### config.mk
export PLATFORM = sky130hd
export DESIGN_NAME = nes_input_port
export DESIGN_NICKNAME = d
export VERILOG_FILES = /design/src/rtl/nes_input_pkg.sv /design/src/rtl/nes_input_chan.sv /design/src/rtl/nes_input_port.sv
export SDC_FILE = /design/constraint.sdc
export NUM_CORES = 1
export LEC_CHECK = 0
export BUFFER_PORTS_ARGS = -buffer_cell sky130_fd_sc_hd__buf_2
export CORE_AREA = 2 2 68 70
export CTS_BUF_LIST = sky130_fd_sc_hd__clkbuf_16
export CTS_CLUSTER_SIZE = 25
export DETAILED_ROUTE_END_ITERATION = 12
export DIE_AREA = 0 0 70 72
export SETUP_SLACK_MARGIN = 0.15
export SLEW_MARGIN = 10
export SYNTH_ARGS = -nofsm -noshare
export SYNTH_HDL_FRONTEND = slang
export SYNTH_SLANG_ARGS = --single-unit
### constraint.sdc
create_clock -name clk -period 3.1 [get_ports clk]
set_clock_uncertainty 0.15 [all_clocks]
set_input_delay 0.62 -clock clk [delete_from_list [all_inputs] [get_ports clk]]
set_output_delay 0.62 -clock clk [all_outputs]
set_load 0.03 [all_outputs]
### src/rtl/nes_input_pkg.sv
// nes_input_pkg: shared types and constants for the NES $4016/$4017 controller ports.
// NES_FOUR_SCORE_EN selects the 24-bit multitap frame instead of the 8-bit pad frame.
package nes_input_pkg;
    typedef enum logic [1:0] {CH_RELOAD, CH_SHIFT, CH_DONE} chan_state_e;
    localparam int BTN_A      = 0;
    localparam int BTN_B      = 1;
    localparam int BTN_SELECT = 2;
    localparam int BTN_START  = 3;
    localparam int BTN_UP     = 4;
    localparam int BTN_DOWN   = 5;
    localparam int BTN_LEFT   = 6;
    localparam int BTN_RIGHT  = 7;
    localparam logic [7:0] SIG_P1 = 8'h10;
    localparam logic [7:0] SIG_P2 = 8'h20;
    localparam int LIMIT_STD = 8;
    localparam int LIMIT_4S  = 24;
`ifdef NES_FOUR_SCORE_EN
    localparam int FRAME_W = LIMIT_4S;
`else
    localparam int FRAME_W = LIMIT_STD;
`endif
endpackage

### src/rtl/nes_input_chan.sv
// nes_input_chan: one controller port shift channel (reload / shift / done), D0 output.
module nes_input_chan
    import nes_input_pkg::*;
#(
    parameter int W = LIMIT_STD
) (
    input  logic         clk,
    input  logic         reset_n,
    input  logic         i_strobe,
    input  logic         i_rd,
    input  logic         i_clr,
    input  logic [W-1:0] i_vec,
    output logic         o_d0
);
    localparam logic [4:0] LIM = 5'(W);
    chan_state_e  r_state, w_state, w_next;
    logic [W-1:0] r_shift, w_shift, w_sh;
    logic [4:0]   r_cnt, w_cnt;
    always_ff @(posedge clk or negedge reset_n) begin
        if (!reset_n) begin
            r_state <= CH_SHIFT;
            r_shift <= '0;
            r_cnt   <= '0;
        end else begin
            r_state <= w_next;
            r_shift <= w_shift;
            r_cnt   <= w_cnt;
        end
    end
    // i_strobe is already the post-write strobe, so w_state is the state a same-cycle read sees
    always_comb begin
        w_state = i_strobe ? CH_RELOAD : (r_state == CH_RELOAD ? CH_SHIFT : r_state);
        w_sh    = r_shift >> r_cnt;
        o_d0    = w_state == CH_RELOAD ? i_vec[BTN_A] : (w_state == CH_SHIFT ? w_sh[0] : 1'b1);
        w_next  = w_state;
        w_shift = r_shift;
        w_cnt   = r_cnt;
        if (i_strobe) begin
            w_shift = i_vec;
            w_cnt   = '0;
        end else if (i_clr) begin
            w_next = CH_SHIFT;
            w_cnt  = '0;
        end else if (i_rd && w_state == CH_SHIFT) begin
            w_cnt  = r_cnt + 5'd1;
            w_next = (r_cnt + 5'd1 == LIM) ? CH_DONE : CH_SHIFT;
        end
    end
endmodule

### src/rtl/nes_input_port.sv
// nes_input_port: NES $4016/$4017 input block with two pad channels and a port-2 zapper.
// NES_FOUR_SCORE_EN adds joy3/joy4 and the Four Score signature frame.
module nes_input_port
    import nes_input_pkg::*;
(
    input  logic       clk,
    input  logic       reset_n,
    input  logic       strobe_wr,
    input  logic       wr_data,
    input  logic [1:0] rd_req,
    input  logic [7:0] joy1,
    input  logic [7:0] joy2,
`ifdef NES_FOUR_SCORE_EN
    input  logic [7:0] joy3,
    input  logic [7:0] joy4,
`endif
    input  logic       port2_zapper,
    input  logic       zapper_light,
    input  logic       zapper_trigger,
    output logic [4:0] rd_data,
    output logic       rd_valid
);
    logic               r_strobe, r_zap_q, r_rd_valid;
    logic [4:0]         r_rd_data;
    logic               w_strobe, w_rd1, w_rd2, w_clr2, w_d0_1, w_d0_2;
    logic [FRAME_W-1:0] w_vec1, w_vec2;
`ifdef NES_FOUR_SCORE_EN
    assign w_vec1 = {SIG_P1, joy3, joy1};
    assign w_vec2 = {SIG_P2, joy4, joy2};
`else
    assign w_vec1 = joy1;
    assign w_vec2 = joy2;
`endif
    // $4016 has priority; a zapper read never advances the port-2 channel
    assign w_strobe = strobe_wr ? wr_data : r_strobe;
    assign w_rd1    = rd_req[0];
    assign w_rd2    = rd_req[1] & ~rd_req[0] & ~port2_zapper;
    assign w_clr2   = port2_zapper ^ r_zap_q;
    assign rd_data  = r_rd_data;
    assign rd_valid = r_rd_valid;
    nes_input_chan #(.W(FRAME_W)) u_chan1 (
        .clk      (clk),
        .reset_n  (reset_n),
        .i_strobe (w_strobe),
        .i_rd     (w_rd1),
        .i_clr    (1'b0),
        .i_vec    (w_vec1),
        .o_d0     (w_d0_1)
    );
    nes_input_chan #(.W(FRAME_W)) u_chan2 (
        .clk      (clk),
        .reset_n  (reset_n),
        .i_strobe (w_strobe),
        .i_rd     (w_rd2),
        .i_clr    (w_clr2),
        .i_vec    (w_vec2),
        .o_d0     (w_d0_2)
    );
    always_ff @(posedge clk or negedge reset_n) begin
        if (!reset_n) begin
            r_strobe   <= 1'b0;
            r_zap_q    <= 1'b0;
            r_rd_valid <= 1'b0;
            r_rd_data  <= '0;
        end else begin
            r_strobe   <= w_strobe;
            r_zap_q    <= port2_zapper;
            r_rd_valid <= |rd_req;
            if (rd_req[0])
                r_rd_data <= {4'b0, w_d0_1};
            else if (rd_req[1])
                r_rd_data <= port2_zapper ? {zapper_trigger, zapper_light, 3'b0} : {4'b0, w_d0_2};
        end
    end
endmodule

==> results.sh, run 1 <==
export IMPL_diodes=0
export IMPL_holdBufCountCts=0
export IMPL_place_ws_ns=0.848
export IMPL_numCtsBuffers=5
export IMPL_criticalPathCategory="input port to flip-flop"
export IMPL_wl_per_cell_um=12.5
export IMPL_finalPower_w=0.00120
export IMPL_r2r_end="rd_data[0]"
export IMPL_cts_htree_levels=2
export IMPL_cap_violations=0
export IMPL_drt_first_iter_violations=62
export IMPL_cts_setup_buffers=0
export IMPL_yosys_most_used_dff="dfrtp_1"
export IMPL_end_kind="flip-flop"
export IMPL_hold_viol_final=0
export IMPL_fill_cells=421
export IMPL_power_density_nw_per_um2=608
export IMPL_clkLatencyLatePin_ns=0.27
export IMPL_synthCells=168
export IMPL_yosysTopAreaCellShare_pct=51.6
export IMPL_cp_cell_sequence="buf_2 > mux2i_4 > inv_2 > nor4_4 > nand4_1 > xor2_1 > nor2_1"
export IMPL_crit_fanout=24
export IMPL_slew_headroom_pct=50.4
export IMPL_ff2ff_path_depth=4
export IMPL_worst_slack_ns=1.16
export IMPL_critPathSlowestCell="nor4_4"
export IMPL_dpl_hpwl_um=2100
export IMPL_via_per_inst=4.94
export IMPL_async_flop_share_pct=100
export IMPL_start_kind="input port"
export IMPL_portBuffers=28
export IMPL_min_path_type="input port to asynchronous set/reset pin"
export IMPL_finalCritPeriodShare_pct=62.7
export IMPL_cts_reportedPaths_clkPinSlew_ns=0.05
export IMPL_yosysSeqAreaShare_pct=51.6
export IMPL_synth_area_top_cells="dfrtp_1 (52%), nand2_1 (13%), mux4_2 (5.5%)"
export IMPL_rows=24
export IMPL_grt_use_total_pct=14.6
export IMPL_synth_most_common_cell="nand2_1"
export IMPL_power_leakage_nw=0.954
export IMPL_critical_path_top_delay_family="simple AND/OR/NAND/NOR gates"
export IMPL_grt_antenna_before_repair=0
export IMPL_post_dp_cell_area_um2=1820
export IMPL_core_area_um2=4260
export IMPL_setup_tns_ns=0
export IMPL_die_area_um2=5040
export IMPL_clockBufferDepth=2
export IMPL_cts_sinks=34
export IMPL_synth_enable_flop_cells=0
export IMPL_start_util_pct=38.7
export IMPL_ys_types=30
export IMPL_syn2layout_area_growth_pct=20.1
export IMPL_ir_drop_mv=0.316
export IMPL_grt_pass1_vias=1255
export IMPL_worstMarginPinSlew_ns=0.744
export IMPL_fmax_ghz=0.515
export IMPL_postRouteAntennaNets=0
export IMPL_num_vias=1224
export IMPL_synth_common_cells="nand2_1 (57), dfrtp_1 (34), nor2_1 (15), xor2_1 (6), nand3_1 (5)"
export IMPL_setup_violations=0
export IMPL_fin_util_pct=46.5
export IMPL_place_congestion=0.763
export IMPL_drtPass1Iterations=4
export IMPL_yosysWarnings=0
export IMPL_r2r_start="u_chan1.r_cnt[0]"
export IMPL_reg2reg_setup_slack_ns=1.29
export IMPL_synth_largest_area_cell="dfrtp_1"
export IMPL_crit_path_start="strobe_wr"
export IMPL_worst_ep_required_time_ns=3.11
export IMPL_grt_max_degree=35
export IMPL_worst_path_largest_cell_delay_ns=0.42
export IMPL_ctsResizeCount=0
export IMPL_synth_seq_cells=34
export IMPL_fp_dieH_um=72
export IMPL_crit_buf_inv=2
export IMPL_fin_crit_ns=1.94
export IMPL_grt_pass1_wl_um=5620
export IMPL_grt_overflow=0
export IMPL_status="finished clean"
export IMPL_root_buffer="clkbuf_16"
export IMPL_num_io_pins=31
export IMPL_syn_avg_cell_area_um2=9.82
export IMPL_wirelength_um=3100
export IMPL_drc_errors=0
export IMPL_rsz0062_at_grt="false"
export IMPL_drv_slew=0
export IMPL_synth_area_um2=1650
export IMPL_cts_tree="yes"
export IMPL_final_nets=224
export IMPL_cp_arrival_ns=1.95
export IMPL_die_x_um=70
export IMPL_drive_gt1_share_pct=23.5
export IMPL_fin_area_um2=1980
layout make-up:
| type | count | area (um2) | share of cell area, % |
|---|---|---|---|
| flip-flops and latches | 34 | 851 | 42.9 |
| multi-input cells | 125 | 756 | 38.1 |
| repair buffers | 29 | 148 | 7.45 |
| clock buffers | 5 | 125 | 6.31 |
| well taps | 52 | 65.1 | 3.28 |
| clock inverters | 2 | 33.8 | 1.70 |
| inverters | 1 | 3.75 | 0.189 |
metal layers:
metal  GRT usage [%]  part of all wire, %  vias up
met5               0                    0        -
li1                -                    -      606
met2            21.2                   43       43
met3            4.72                  5.7       10
met1            19.0                   48      565
met4            9.19                  2.8        0
cells in the final DEF, fill, tap and decap left out:
cell type	instances
a21oi_1	4
a31oi_1	1
buf_2	28
buf_4	1
bufinv_16	1
clkbuf_16	5
clkinv_1	1
conb_1	2
dfrtp_1	34
ha_1	3
inv_2	1
mux2_2	1
mux2i_1	4
mux2i_4	1
mux4_2	4
nand2_1	57
nand2b_1	4
nand3_1	5
nand4_1	4
nor2_1	15
nor2b_1	2
nor4_4	1
nor4b_1	1
o2111ai_1	1
o21ba_2	1
o311ai_1	1
o31ai_1	1
or2_2	2
or3_1	1
xnor2_1	3
xor2_1	6
kinds of logic after synthesis:
group           after synthesis  synth area share, %
simple gates                 92                 24.6
flops                        34                 51.6
mux                          10                 9.93
buf+inv                      10                 2.88
compound gates                9                 3.72
xor+xnor                      9                 4.78
fa+ha+maj                     3                 2.27
other cells                   1                0.227
how the worst max path moves through the flow:
stage	to	slack [ns]	cells after the start
CTS	u_chan2.r_cnt[4]	1.13	7
global route	u_chan2.r_cnt[3]	0.98	7
finish	u_chan2.r_cnt[4]	1.16	7
detailed placement	u_chan2.r_cnt[4]	0.85	7
floorplan	u_chan2.r_cnt[3]	1.22	6
global placement	u_chan2.r_cnt[3]	0.89	7
state kept, by name, summed over array words and instances (netlist names):
| register | flops |
|---|---|
| u_chan1.r_state | 1 |
| u_chan1.r_shift | 8 |
| rd_data | 3 |
| rd_valid | 1 |
| u_chan2.r_cnt | 5 |
| u_chan1.r_cnt | 5 |
| r_strobe | 1 |
| u_chan2.r_shift | 8 |
| r_zap_q | 1 |
| u_chan2.r_state | 1 |
stage by stage:
stage / std cells / hold WS (ns)
6_report: 248 / 0.258
5_1_grt: 248 / 0.344
4_1_cts: 248 / 0.298
3_5_place_dp: 241 / 0.306
3_3_place_gp: 241 / 0.300
2_1_floorplan: 169 / 0.174
power by group:
| group | switching, W | internal (W) |
|---|---|---|
| combinational | 0.0000844 | 0.0000656 |
| clock | 0.000172 | 0.000371 |
| sequential | 0.0000263 | 0.000485 |
| total | 0.000282 | 0.000922 |
Note: power is estimated with default switching activity, not from simulation.
==> run 2, diff against run 1 <==
clock period = 1.8 ns   (was 3.1 ns; I/O delays follow)
==> run 2 against run 1 <==
Flip-flop and latch count unchanged. Non-clock buffer count up 8. Sequential power rose by 72%. Count of clock-buffer cells in the layout unchanged. First-iteration DRC count fell by 39%. Via count grew 0.16%. Combinational power is 95% higher. Global-route usage about the same. Cell area increased by 3.1%. Critical path depth is 3 lower. Largest power group is now sequential cells.
==> results.sh, run 2 (synthesis gave the netlist of run 1 again) <==
export IMPL_most_common_layout_cells="nand2_1 (57), dfrtp_1 (34), buf_2 (28)"
export IMPL_via_per_inst=4.79
export IMPL_grt_use_total_pct=14.6
export IMPL_grt_antenna_before_repair=0
export IMPL_wirelength_um=3090
export IMPL_grt_pass1_vias=1219
export IMPL_finalCritPeriodShare_pct=94.0
export IMPL_drv_slew=0
export IMPL_drc_errors=0
export IMPL_postRouteAntennaNets=0
export IMPL_crit_fanout=3
export IMPL_multi_input_area_um2=766
export IMPL_fin_area_um2=2040
export IMPL_syn2layout_area_growth_pct=23.8
export IMPL_dpl_hpwl_um=2140
export IMPL_seq_power_share_pct=44.8
export IMPL_die_area_um2=5040
export IMPL_final_nets=232
export IMPL_place_inst=246
export IMPL_grt_overflow=0
export IMPL_grt_pass1_wl_um=5630
export IMPL_start_util_pct=38.7
export IMPL_comb_power_share_pct=14.9
export IMPL_hold_viol_final=0
export IMPL_wl_per_cell_um=12.1
export IMPL_top_regs="u_chan1.r_shift (8), u_chan2.r_shift (8)"
export IMPL_fp_dieH_um=72
export IMPL_ir_drop_mv=0.413
export IMPL_die_x_um=70
export IMPL_start_kind="flip-flop"
export IMPL_post_dp_cell_area_um2=1870
export IMPL_drive_gt1_share_pct=27.0
export IMPL_worst_ep_required_time_ns=1.79
export IMPL_portBuffers=28
export IMPL_fin_crit_ns=1.69
export IMPL_ff2ff_path_depth=4
export IMPL_drt_first_iter_violations=38
export IMPL_core_area_um2=4260
export IMPL_num_io_pins=31
export IMPL_clkLatencyLatePin_ns=0.28
export IMPL_diodes=0
export IMPL_clkPwrFrac_pct=40.3
export IMPL_final_common_cell="nand2_1"
export IMPL_min_path_type="input port to flip-flop"
export IMPL_clockBufferDepth=2
export IMPL_stdcell_count=256
export IMPL_power_share_switching_pct=25.0
export IMPL_setup_tns_ns=0
export IMPL_num_vias=1226
export IMPL_cap_violations=0
export IMPL_power_internal_w=0.00147
export IMPL_drtPass1Iterations=4
export IMPL_rsz0062_at_grt="true"
export IMPL_status="finished clean"
export IMPL_cts_tree="yes"
export IMPL_root_buffer="clkbuf_16"
export IMPL_fmax_ghz=0.591
export IMPL_setup_violations=0
export IMPL_cts_htree_levels=2
export IMPL_power_density_nw_per_um2=961
export IMPL_cts_sinks=34
export IMPL_p_sw_w=0.000491
export IMPL_cp_arrival_ns=1.68
export IMPL_rows=24
export IMPL_whs_path_depth=1
export IMPL_grt_max_degree=35
export IMPL_numCtsBuffers=5
export IMPL_regArea_um2=851
export IMPL_fill_cells=436
export IMPL_end_kind="flip-flop"
export IMPL_cts_reportedPaths_clkPinSlew_ns=0.05
export IMPL_criticalPathCategory="flip-flop to flip-flop"
export IMPL_place_congestion=0.749
export IMPL_power_leakage_nw=0.994
==> run 2: cell types whose count changed in the layout (fill, tap and decap cells not counted), sizes merged <==
cell / previous run / this run
buf: 29 / 36
bufinv: 1 / 0
clkinv: 1 / 2
dlygate4sd3: 0 / 1
==> run 2: routing by layer <==
metal	track usage, %	share of wire [%]	vias to the layer above
met2	20.4	42	31
met3	3.75	5.0	8
li1	-	-	617
met5	0	0	-
met4	9.62	3.2	0
met1	20.1	49	570
==> run 2: power groups by stage <==
stage	combinational (W)	clock [W]	sequential (W)
finish	0.000292	0.000792	0.000879
CTS	0.000289	0.000816	0.000880
floorplan	0.000171	0	0.000897
global route	0.000332	0.000854	0.000889
detailed placement	0.000283	0	0.000892
global placement	0.000279	0	0.000890
==> run 2: worst paths after layout <==
kind | startpoint | end | slack, ns
setup / recovery | u_chan1.r_cnt[0] | rd_data[0] | 0.11
hold / removal | port2_zapper | r_zap_q | 0.11
setup reg to reg | u_chan1.r_cnt[0] | rd_data[0] | 0.11
hold reg to reg | u_chan1.r_shift[5] | u_chan1.r_shift[5] | 0.31
max in group asynchronous | reset_n | u_chan2.r_shift[2] | 0.90
min in group asynchronous | reset_n | u_chan1.r_shift[1] | 0.43
==> run 2: critical path, stage by stage (launching register included) <==
cell and delay, ns:
dfrtp_1 0.40, mux4_2 0.51, mux2_4 0.28, o2111ai_2 0.08, o311ai_1 0.13
==> run 2: layout make-up <==
| cell class | count | share of cell area (%) |
|---|---|---|
| tap | 52 | 3.18 |
| clock inverter | 2 | 0.490 |
| inverter | 1 | 0.184 |
| multi-input combinational | 125 | 37.5 |
| timing repair buffer | 37 | 10.9 |
| clock buffer | 5 | 6.12 |
| sequential | 34 | 41.6 |
==> run 2: metrics by stage <==
stage	total power (W)	setup slack (ns)	utilization, %	hold WS, ns
global route	0.00208	0.0401	47.9	0.115
CTS	0.00199	0.0992	47.5	0.106
global placement	0.00117	0.00542	43.9	0.186
finish	0.00196	0.109	47.9	0.111
detailed placement	0.00118	0.0108	43.9	0.185
floorplan	0.00107	0.127	-	-0.0856
==> run 2: repair_timing <==
item | 4_1_cts | 5_1_grt
hold endpoints to repair | 34 | 0
endpoints found under the setup margin | 1 | 6
resized for setup | 1 | 1
hold buffers | 1 | 0
gates cloned | 0 | 0
pin swaps | 0 | 1
setup buffers | 0 | 2
